### src/rtl/mau_pkg.sv
// mau_pkg: FSM state encoding and access-type constants shared by the arbiter files.
package mau_pkg;

    typedef enum logic [1:0] {
        ST_IDLE  = 2'd0,
        ST_ISSUE = 2'd1,
        ST_WAIT  = 2'd2,
        ST_ACK   = 2'd3
    } mau_state_e;

    localparam logic RW_READ  = 1'b1;
    localparam logic RW_WRITE = 1'b0;

endpackage

### src/rtl/mau_port_arbiter_if.sv
// mau_port_arbiter_if: two request ports plus the synchronous RAM port.
// The slave modport is the arbiter; the master modport is the requester/RAM side.
interface mau_port_arbiter_if #(
    parameter int ADDR_W = 16,
    parameter int DATA_W = 32
);
    logic                  req0_enable;
    logic                  req0_rw;
    logic [ADDR_W-1:0]     req0_address;
    logic [DATA_W/8-1:0]   req0_byte_enable;
    logic [DATA_W-1:0]     req0_write_data;
    logic [DATA_W-1:0]     req0_read_data;
    logic                  req0_acknowledge;

    logic                  req1_enable;
    logic                  req1_rw;
    logic [ADDR_W-1:0]     req1_address;
    logic [DATA_W/8-1:0]   req1_byte_enable;
    logic [DATA_W-1:0]     req1_write_data;
    logic [DATA_W-1:0]     req1_read_data;
    logic                  req1_acknowledge;

    logic [ADDR_W-1:0]     mem_address;
    logic [DATA_W-1:0]     mem_write_data;
    logic [DATA_W/8-1:0]   mem_byte_en;
    logic                  mem_wren;
    logic [DATA_W-1:0]     mem_read_data;

    modport slave (
        input  req0_enable, req0_rw, req0_address, req0_byte_enable, req0_write_data,
        output req0_read_data, req0_acknowledge,
        input  req1_enable, req1_rw, req1_address, req1_byte_enable, req1_write_data,
        output req1_read_data, req1_acknowledge,
        output mem_address, mem_write_data, mem_byte_en, mem_wren,
        input  mem_read_data
    );

    modport master (
        output req0_enable, req0_rw, req0_address, req0_byte_enable, req0_write_data,
        input  req0_read_data, req0_acknowledge,
        output req1_enable, req1_rw, req1_address, req1_byte_enable, req1_write_data,
        input  req1_read_data, req1_acknowledge,
        input  mem_address, mem_write_data, mem_byte_en, mem_wren,
        output mem_read_data
    );

endinterface

### src/rtl/mau_rr_picker.sv
// mau_rr_picker: combinational winner selection between two requesters.
// Under contention the requester that was not granted last wins; grant 0 selects requester 0.
module mau_rr_picker (
    input  logic req0,
    input  logic req1,
    input  logic last_grant,
    output logic grant
);

    // Winner selection
    always_comb begin
        grant = 1'b0;
        if (req0 && req1) begin
            grant = ~last_grant;
        end else if (req1) begin
            grant = 1'b1;
        end else begin
            grant = 1'b0;
        end
    end

endmodule

### src/rtl/mau_port_arbiter.sv
// mau_port_arbiter: arbitrates two requesters onto one 1-cycle-latency synchronous RAM port.
// Define MAU_ARB_ROUND_ROBIN_EN for alternating grants; otherwise requester 0 has fixed priority.
module mau_port_arbiter
    import mau_pkg::*;
#(
    parameter int ADDR_W = 16,
    parameter int DATA_W = 32
) (
    input  logic              clk,
    input  logic              rst_n,
    mau_port_arbiter_if.slave bus
);

    localparam int BE_W = DATA_W / 8;

    mau_state_e        state_r;
    mau_state_e        state_s;

    logic              req_any_s;
    logic              grant_s;
    logic              pick_last_s;
    logic              take_s;
    logic              done_s;

    logic              sel_rw_s;
    logic [ADDR_W-1:0] sel_addr_s;
    logic [BE_W-1:0]   sel_be_s;
    logic [DATA_W-1:0] sel_wdata_s;

    logic              winner_r;
    logic              rw_r;
    logic [ADDR_W-1:0] addr_r;
    logic [BE_W-1:0]   be_r;
    logic [DATA_W-1:0] wdata_r;
    logic [DATA_W-1:0] rdata0_r;
    logic [DATA_W-1:0] rdata1_r;

    logic              wren_s;
    logic              ack0_s;
    logic              ack1_s;
    logic              wren_r;
    logic              ack0_r;
    logic              ack1_r;

    assign req_any_s = bus.req0_enable | bus.req1_enable;

    mau_rr_picker u_picker (
        .req0       (bus.req0_enable),
        .req1       (bus.req1_enable),
        .last_grant (pick_last_s),
        .grant      (grant_s)
    );

`ifdef MAU_ARB_ROUND_ROBIN_EN
    logic last_grant_r;

    // Last-grant history; reset value 1 lets requester 0 win the first contention
    always_ff @(posedge clk or negedge rst_n) begin
        if (!rst_n) begin
            last_grant_r <= 1'b1;
        end else if (take_s) begin
            last_grant_r <= grant_s;
        end
    end

    assign pick_last_s = last_grant_r;
`else
    assign pick_last_s = 1'b1;
`endif

    // Route the winning requester's fields toward the request latch
    always_comb begin
        sel_rw_s    = bus.req0_rw;
        sel_addr_s  = bus.req0_address;
        sel_be_s    = bus.req0_byte_enable;
        sel_wdata_s = bus.req0_write_data;
        if (grant_s) begin
            sel_rw_s    = bus.req1_rw;
            sel_addr_s  = bus.req1_address;
            sel_be_s    = bus.req1_byte_enable;
            sel_wdata_s = bus.req1_write_data;
        end else begin
            sel_rw_s    = bus.req0_rw;
            sel_addr_s  = bus.req0_address;
            sel_be_s    = bus.req0_byte_enable;
            sel_wdata_s = bus.req0_write_data;
        end
    end

    // Next state plus the next values of the registered strobes
    always_comb begin
        state_s = state_r;
        take_s  = 1'b0;
        done_s  = 1'b0;
        case (state_r)
            ST_IDLE: begin
                if (req_any_s) begin
                    state_s = ST_ISSUE;
                    take_s  = 1'b1;
                end else begin
                    state_s = ST_IDLE;
                end
            end
            ST_ISSUE: begin
                if (rw_r == RW_READ) begin
                    state_s = ST_WAIT;
                end else begin
                    state_s = ST_ACK;
                    done_s  = 1'b1;
                end
            end
            ST_WAIT: begin
                state_s = ST_ACK;
                done_s  = 1'b1;
            end
            ST_ACK: begin
                state_s = ST_IDLE;
            end
            default: begin
                state_s = ST_IDLE;
            end
        endcase
        // Strobes are registered one cycle early so they line up with ISSUE and ACK
        wren_s = take_s && (sel_rw_s == RW_WRITE);
        ack0_s = done_s && !winner_r;
        ack1_s = done_s && winner_r;
    end

    // FSM state and one-cycle strobes
    always_ff @(posedge clk or negedge rst_n) begin
        if (!rst_n) begin
            state_r <= ST_IDLE;
            wren_r  <= 1'b0;
            ack0_r  <= 1'b0;
            ack1_r  <= 1'b0;
        end else begin
            state_r <= state_s;
            wren_r  <= wren_s;
            ack0_r  <= ack0_s;
            ack1_r  <= ack1_s;
        end
    end

    // Request latch, loaded only when IDLE accepts a request
    always_ff @(posedge clk or negedge rst_n) begin
        if (!rst_n) begin
            winner_r <= 1'b0;
            rw_r     <= 1'b0;
            addr_r   <= {ADDR_W{1'b0}};
            be_r     <= {BE_W{1'b0}};
            wdata_r  <= {DATA_W{1'b0}};
        end else if (take_s) begin
            winner_r <= grant_s;
            rw_r     <= sel_rw_s;
            addr_r   <= sel_addr_s;
            be_r     <= sel_be_s;
            wdata_r  <= sel_wdata_s;
        end
    end

    // Per-requester read-data capture; RAM data is valid during WAIT
    always_ff @(posedge clk or negedge rst_n) begin
        if (!rst_n) begin
            rdata0_r <= {DATA_W{1'b0}};
            rdata1_r <= {DATA_W{1'b0}};
        end else if (state_r == ST_WAIT) begin
            if (winner_r) begin
                rdata1_r <= bus.mem_read_data;
            end else begin
                rdata0_r <= bus.mem_read_data;
            end
        end
    end

    assign bus.mem_address      = addr_r;
    assign bus.mem_write_data   = wdata_r;
    assign bus.mem_byte_en      = be_r;
    assign bus.mem_wren         = wren_r;
    assign bus.req0_acknowledge = ack0_r;
    assign bus.req1_acknowledge = ack1_r;
    assign bus.req0_read_data   = rdata0_r;
    assign bus.req1_read_data   = rdata1_r;

endmodule

### src/flat_wrapper.sv
// flat-port wrapper written by rule: the top's interface ports become plain ports
module mau_port_arbiter_flat import mau_pkg::*;
#(
    parameter int ADDR_W = 16,
    parameter int DATA_W = 32
)
  (clk, rst_n, bus_req0_enable, bus_req0_rw, bus_req0_address, bus_req0_byte_enable, bus_req0_write_data, bus_req0_read_data, bus_req0_acknowledge, bus_req1_enable, bus_req1_rw, bus_req1_address, bus_req1_byte_enable, bus_req1_write_data, bus_req1_read_data, bus_req1_acknowledge, bus_mem_address, bus_mem_write_data, bus_mem_byte_en, bus_mem_wren, bus_mem_read_data);
  mau_port_arbiter_if #(.ADDR_W(ADDR_W), .DATA_W(DATA_W)) bus_i ();
  input  logic clk;
  input  logic rst_n;
  input wire logic [$bits(bus_i.req0_enable)-1:0] bus_req0_enable;
  input wire logic [$bits(bus_i.req0_rw)-1:0] bus_req0_rw;
  input wire logic [$bits(bus_i.req0_address)-1:0] bus_req0_address;
  input wire logic [$bits(bus_i.req0_byte_enable)-1:0] bus_req0_byte_enable;
  input wire logic [$bits(bus_i.req0_write_data)-1:0] bus_req0_write_data;
  output wire logic [$bits(bus_i.req0_read_data)-1:0] bus_req0_read_data;
  output wire logic [$bits(bus_i.req0_acknowledge)-1:0] bus_req0_acknowledge;
  input wire logic [$bits(bus_i.req1_enable)-1:0] bus_req1_enable;
  input wire logic [$bits(bus_i.req1_rw)-1:0] bus_req1_rw;
  input wire logic [$bits(bus_i.req1_address)-1:0] bus_req1_address;
  input wire logic [$bits(bus_i.req1_byte_enable)-1:0] bus_req1_byte_enable;
  input wire logic [$bits(bus_i.req1_write_data)-1:0] bus_req1_write_data;
  output wire logic [$bits(bus_i.req1_read_data)-1:0] bus_req1_read_data;
  output wire logic [$bits(bus_i.req1_acknowledge)-1:0] bus_req1_acknowledge;
  output wire logic [$bits(bus_i.mem_address)-1:0] bus_mem_address;
  output wire logic [$bits(bus_i.mem_write_data)-1:0] bus_mem_write_data;
  output wire logic [$bits(bus_i.mem_byte_en)-1:0] bus_mem_byte_en;
  output wire logic [$bits(bus_i.mem_wren)-1:0] bus_mem_wren;
  input wire logic [$bits(bus_i.mem_read_data)-1:0] bus_mem_read_data;
  assign bus_i.req0_enable = bus_req0_enable;
  assign bus_i.req0_rw = bus_req0_rw;
  assign bus_i.req0_address = bus_req0_address;
  assign bus_i.req0_byte_enable = bus_req0_byte_enable;
  assign bus_i.req0_write_data = bus_req0_write_data;
  assign bus_req0_read_data = bus_i.req0_read_data;
  assign bus_req0_acknowledge = bus_i.req0_acknowledge;
  assign bus_i.req1_enable = bus_req1_enable;
  assign bus_i.req1_rw = bus_req1_rw;
  assign bus_i.req1_address = bus_req1_address;
  assign bus_i.req1_byte_enable = bus_req1_byte_enable;
  assign bus_i.req1_write_data = bus_req1_write_data;
  assign bus_req1_read_data = bus_i.req1_read_data;
  assign bus_req1_acknowledge = bus_i.req1_acknowledge;
  assign bus_mem_address = bus_i.mem_address;
  assign bus_mem_write_data = bus_i.mem_write_data;
  assign bus_mem_byte_en = bus_i.mem_byte_en;
  assign bus_mem_wren = bus_i.mem_wren;
  assign bus_i.mem_read_data = bus_mem_read_data;
  mau_port_arbiter #(.ADDR_W(ADDR_W), .DATA_W(DATA_W)) u_core (.clk(clk), .rst_n(rst_n), .bus(bus_i));
endmodule
### config.mk
export PLATFORM = sky130hd
export DESIGN_NAME = mau_port_arbiter_flat
export DESIGN_NICKNAME = d
export VERILOG_FILES = /design/src/rtl/mau_pkg.sv /design/src/rtl/mau_port_arbiter_if.sv /design/src/rtl/mau_rr_picker.sv /design/src/rtl/mau_port_arbiter.sv /design/src/flat_wrapper.sv
export SDC_FILE = /design/constraint.sdc
export NUM_CORES = 1
export LEC_CHECK = 0
export ABC_AREA = 1
export CORE_MARGIN = 4
export CORE_UTILIZATION = 32
export CTS_BUF_LIST = sky130_fd_sc_hd__clkbuf_2
export DETAILED_ROUTE_END_ITERATION = 16
export PLACE_DENSITY_LB_ADDON = 0.1
export SKIP_CTS_REPAIR_TIMING = 1
export SLEW_MARGIN = 5
export SYNTH_ARGS = -nofsm -noshare
export SYNTH_HDL_FRONTEND = slang
export SYNTH_SLANG_ARGS = --single-unit
### constraint.sdc
create_clock -name clk -period 2.8 [get_ports clk]
set_clock_uncertainty 0.2 [all_clocks]
set_input_delay 0.56 -clock clk [delete_from_list [all_inputs] [get_ports clk]]
set_output_delay 0.56 -clock clk [all_outputs]
set_load 0.01 [all_outputs]
==> run summary, run 1 <==
=================================================================================
Worst setup slack before clock tree synthesis                           0.0840 ns
Critical Path Start Type                                                 register
Adder and majority cell fraction of the synthesized area                   0.890%
Remaining antenna violation count after routing                                 0
Clk buf depth                                                                   2
Number of enable-type register cells in the synthesized netlist                 0
FMAX                                                                      415 MHz
Outcome                                                              finished, final reports clean
Number of nets produced by synthesis                                          864
Number of warnings issued by yosys                                              0
Fraction of the mapped netlist area in compound gates                       6.21%
Total clock buffers created by CTS                                             17
DP Cell Count                                                               1,177
Clock latency on the worst-skew pair                                      0.65 ns
Number of DRC markers in iteration 0                                          226
Area of the die                                                       19,800 um^2
Share of synthesized registers carrying an async set or reset                100%
Data arrival time of the critical path                                    2.81 ns
Setup repair after global routing missed its margin                         false
Final hold violations                                                           0
Placed cell areas                                                       8460 um^2
Combinational family with the most area after synthesis              simple AND/OR/NAND/NOR gates
Net count, final                                                            1,119
Clock tree from TritonCTS                                                    done
Accumulated negative setup slack                                             0 ns
Yosys top cell area share                                                   54.8%
Routed wire length                                                      16,500 um
Fraction of the cycle the final worst path needs                            86.0%
Power per cell area                                                   956 nW/um^2
Multi-input logic area                                                  1830 um^2
Post-Syn Instances                                                            718
Clock Pin Slew Worst Setup and Hold Paths                                 0.20 ns
Library cell occupying the most area in the post-synthesis netlist        dfrtp_1
Fraction of the yosys area taken by sequential cells                        54.8%
Most frequent cells after synthesis                                  nand2_1, inv_1, dfrtp_1
Number of violations of the max-capacitance limit                               0
Total global routing overflow                                                   0
Xor and xnor area share after synthesis                                        0%
Count of buffers inserted at the top-level ports                              260
Leakage power                                                             4.50 nW
Via count                                                                   5,165
Maximum number of pins on one net before global-route repair                   65
IO Count                                                                      261
Cell row count                                                                 48
Die boundary width                                                         141 um
Placeable core region                                                 17,200 um^2
Mean routed wirelength per cell                                           13.6 um
Worst r2r path cells                                                            7
Synthesized area per cell                                               7.83 um^2
Combined global-route utilization of all metal layers                       16.7%
Class of the most critical setup path                                register to register
Starting density of the core                                                32.6%
Fin area                                                                8750 um^2
Area overhead of the layout relative to synthesis                           55.6%
Post-synthesis cell type count                                                 15
Final worst-path setup slack                                             0.392 ns
Kind of path behind the tightest hold check                          input pin to async pin
Area used by sequential logic in the layout                             3080 um^2
Total of endpoints with negative setup slack in the final report                0
Most common cell in the netlist                                           nand2_1
Initial antenna violation count                                                 0
Clock sinks                                                                   123
CTS Root Cell                                                            clkbuf_2
Ratio of routed vias to standard cells                                       4.27
Endpoint class of the critical path                                      register
Number of H-tree levels                                                         4
Top area cells in the synthesized netlist                            dfrtp_1, nand2_1, inv_1
Final-layout worst hold slack                                            0.160 ns
Worst slew slack as a fraction of its limit                                 31.6%
Min Tclk post-route                                                       2.41 ns
Global placer's final weighted congestion                                   0.798
Router iterations before antenna repair                                         4
Wire length of the first global-routing pass                            26,200 um
Number of max-slew violations in the final report                               0
Fillers                                                                     1,738
Setup slack of the most critical reg-to-reg path                          0.39 ns
Worst reg2reg path startpoint                                        u_core.state_r[1]
DIE HEIGHT                                                                 141 um
Proportion of synthesized area in mux cells                                    0%
Syn Std Cell Area                                                       5620 um^2
Simple-gate share of the synthesized area                                   25.4%
Non-filler cells in the finished layout                                     1,211
Least-Margin Pin Slew                                                     1.02 ns
Diodes inserted                                                                 0
Worst flop-to-flop path endpoint                                     u_core.bus.mem_write_data[24]
Top FF cell, synth                                                        dfrtp_1
Register bit total from synthesis                                             123
Biggest fanout along the worst timing path                                     42
Endpoint required time on the critical path                               3.20 ns
DP HPWL                                                                 11,500 um
Vias in the first global route                                              4,943
Highest ir drop seen on vdd                                              0.415 mV
Number of design rule violations left after detail routing                      0
Fraction of layout cells with a size suffix above 1                         5.17%
=================================================================================
## worst max-delay path, cell delays in order (launching register included)
cell     delay (ns)
dfrtp_1        0.43
inv_1          0.10
ha_1           0.22
inv_1          0.11
nor2_4         0.81
buf_4          0.33
nand3_1        0.09
nand2_1        0.06
## cells in the final DEF (no fill, tap or decap)
cell type          n
buf_12             4
buf_2              1
buf_4              9
bufinv_16          3
clkbuf_2          18
clkdlybuf4s50_1  258
clkinv_1           1
clkinv_2           2
clkinv_4           4
clkinvlp_4         2
dfrtp_1          123
dlygate4sd3_1      2
ha_1               4
inv_1            142
inv_2              1
inv_6              2
nand2_1          230
nand2_2            3
nand3_1          105
nor2_1             4
nor2_4             1
o21a_1             1
o21ai_0           65
o21ai_4            1
## where the power goes
group          internal (mW)  leakage [nW]  total [mW]  switching (mW)
registers               2.65          1.51        3.10           0.449
clock network          0.506         0.152        1.21           0.708
logic                   2.13          2.85        4.05            1.92
## logic make-up (layout without fill, tap and decap cells)
| group | after synthesis | count (layout) |
|---|---|---|
| adders and majority gates | 4 | 4 |
| DFF | 123 | 123 |
| AOI/OAI and AO/OA | 67 | 67 |
| and+or+nand+nor | 343 | 343 |
| buffers and inverters | 181 | 449 |
## flip-flops by register name (all words and copies together), names as in the netlist
name                         flops
u_core.state_r                   2
u_core.bus.req0_acknowledge      1
u_core.rw_r                      1
u_core.bus.req1_acknowledge      1
u_core.bus.mem_write_data       32
u_core.bus.mem_wren              1
u_core.bus.mem_address          16
u_core.bus.req1_read_data       32
u_core.bus.req0_read_data       32
u_core.bus.mem_byte_en           4
u_core.winner_r                  1
## worst max path at each step
stage                              startpoint                            end  slack [ns]  cells after the start
global route                u_core.state_r[0]  u_core.bus.mem_write_data[25]        0.17                      7
floorplan                     bus_req1_enable     u_core.bus.mem_address[10]        1.27                      5
global placement              bus_req0_enable  u_core.bus.mem_write_data[13]        0.13                      6
finish                      u_core.state_r[1]  u_core.bus.mem_write_data[24]        0.39                      7
detailed placement            bus_req0_enable  u_core.bus.mem_write_data[12]        0.08                      6
CTS                 u_core.bus.mem_address[7]             bus_mem_address[7]        0.29                      1
## layer usage
| metal | part of all wire (%) | routed length [um] | vias to the layer above | GRT usage, % |
|---|---|---|---|---|
| met3 | 10 | 1640 | 15 | 7.85 |
| met1 | 44 | 7270 | 2297 | 21.4 |
| met2 | 45 | 7370 | 176 | 25.6 |
| met5 | 0 | 0 | - | 0 |
| li1 | - | - | 2677 | - |
| met4 | 1.2 | 206 | 0 | 4.44 |
## per-stage QoR
stage,power [mW],util [%]
2_1_floorplan,4.87,-
3_3_place_gp,7.22,49.1
3_5_place_dp,7.26,49.1
4_1_cts,8.52,50.6
5_1_grt,9.06,50.7
6_report,8.36,50.7
## final cells by class
| cell class | count | area share (%) |
|---|---|---|
| clock buffers | 18 | 1.03 |
| clock inverters | 14 | 1.96 |
| inverters | 143 | 6.14 |
| multi-input cells | 414 | 21.0 |
| flip-flops and latches | 123 | 35.2 |
| well taps | 225 | 3.22 |
| repair buffers | 274 | 31.5 |
Power figures use the tool's default switching activity.
==> inputs of run 2 (changes only) <==
--- a/config.mk
+++ b/config.mk
@@ -6,6 +6,7 @@
 export NUM_CORES = 1
 export LEC_CHECK = 0
 export ABC_AREA = 1
+export ABC_CLOCK_PERIOD_IN_PS = 2800
 export CORE_MARGIN = 4
 export CORE_UTILIZATION = 32
 export CTS_BUF_LIST = sky130_fd_sc_hd__clkbuf_2
==> results of run 2 <==
No change in the layout: final DEF, timing and power equal those of run 1.
==> inputs of run 3 (changes only) <==
--- a/config.mk
+++ b/config.mk
@@ -17,3 +17,4 @@
 export SYNTH_ARGS = -nofsm -noshare
 export SYNTH_HDL_FRONTEND = slang
 export SYNTH_SLANG_ARGS = --single-unit
+export TNS_END_PERCENT = 10
==> results of run 3 <==
No change in the layout: final DEF, timing and power equal those of run 1.
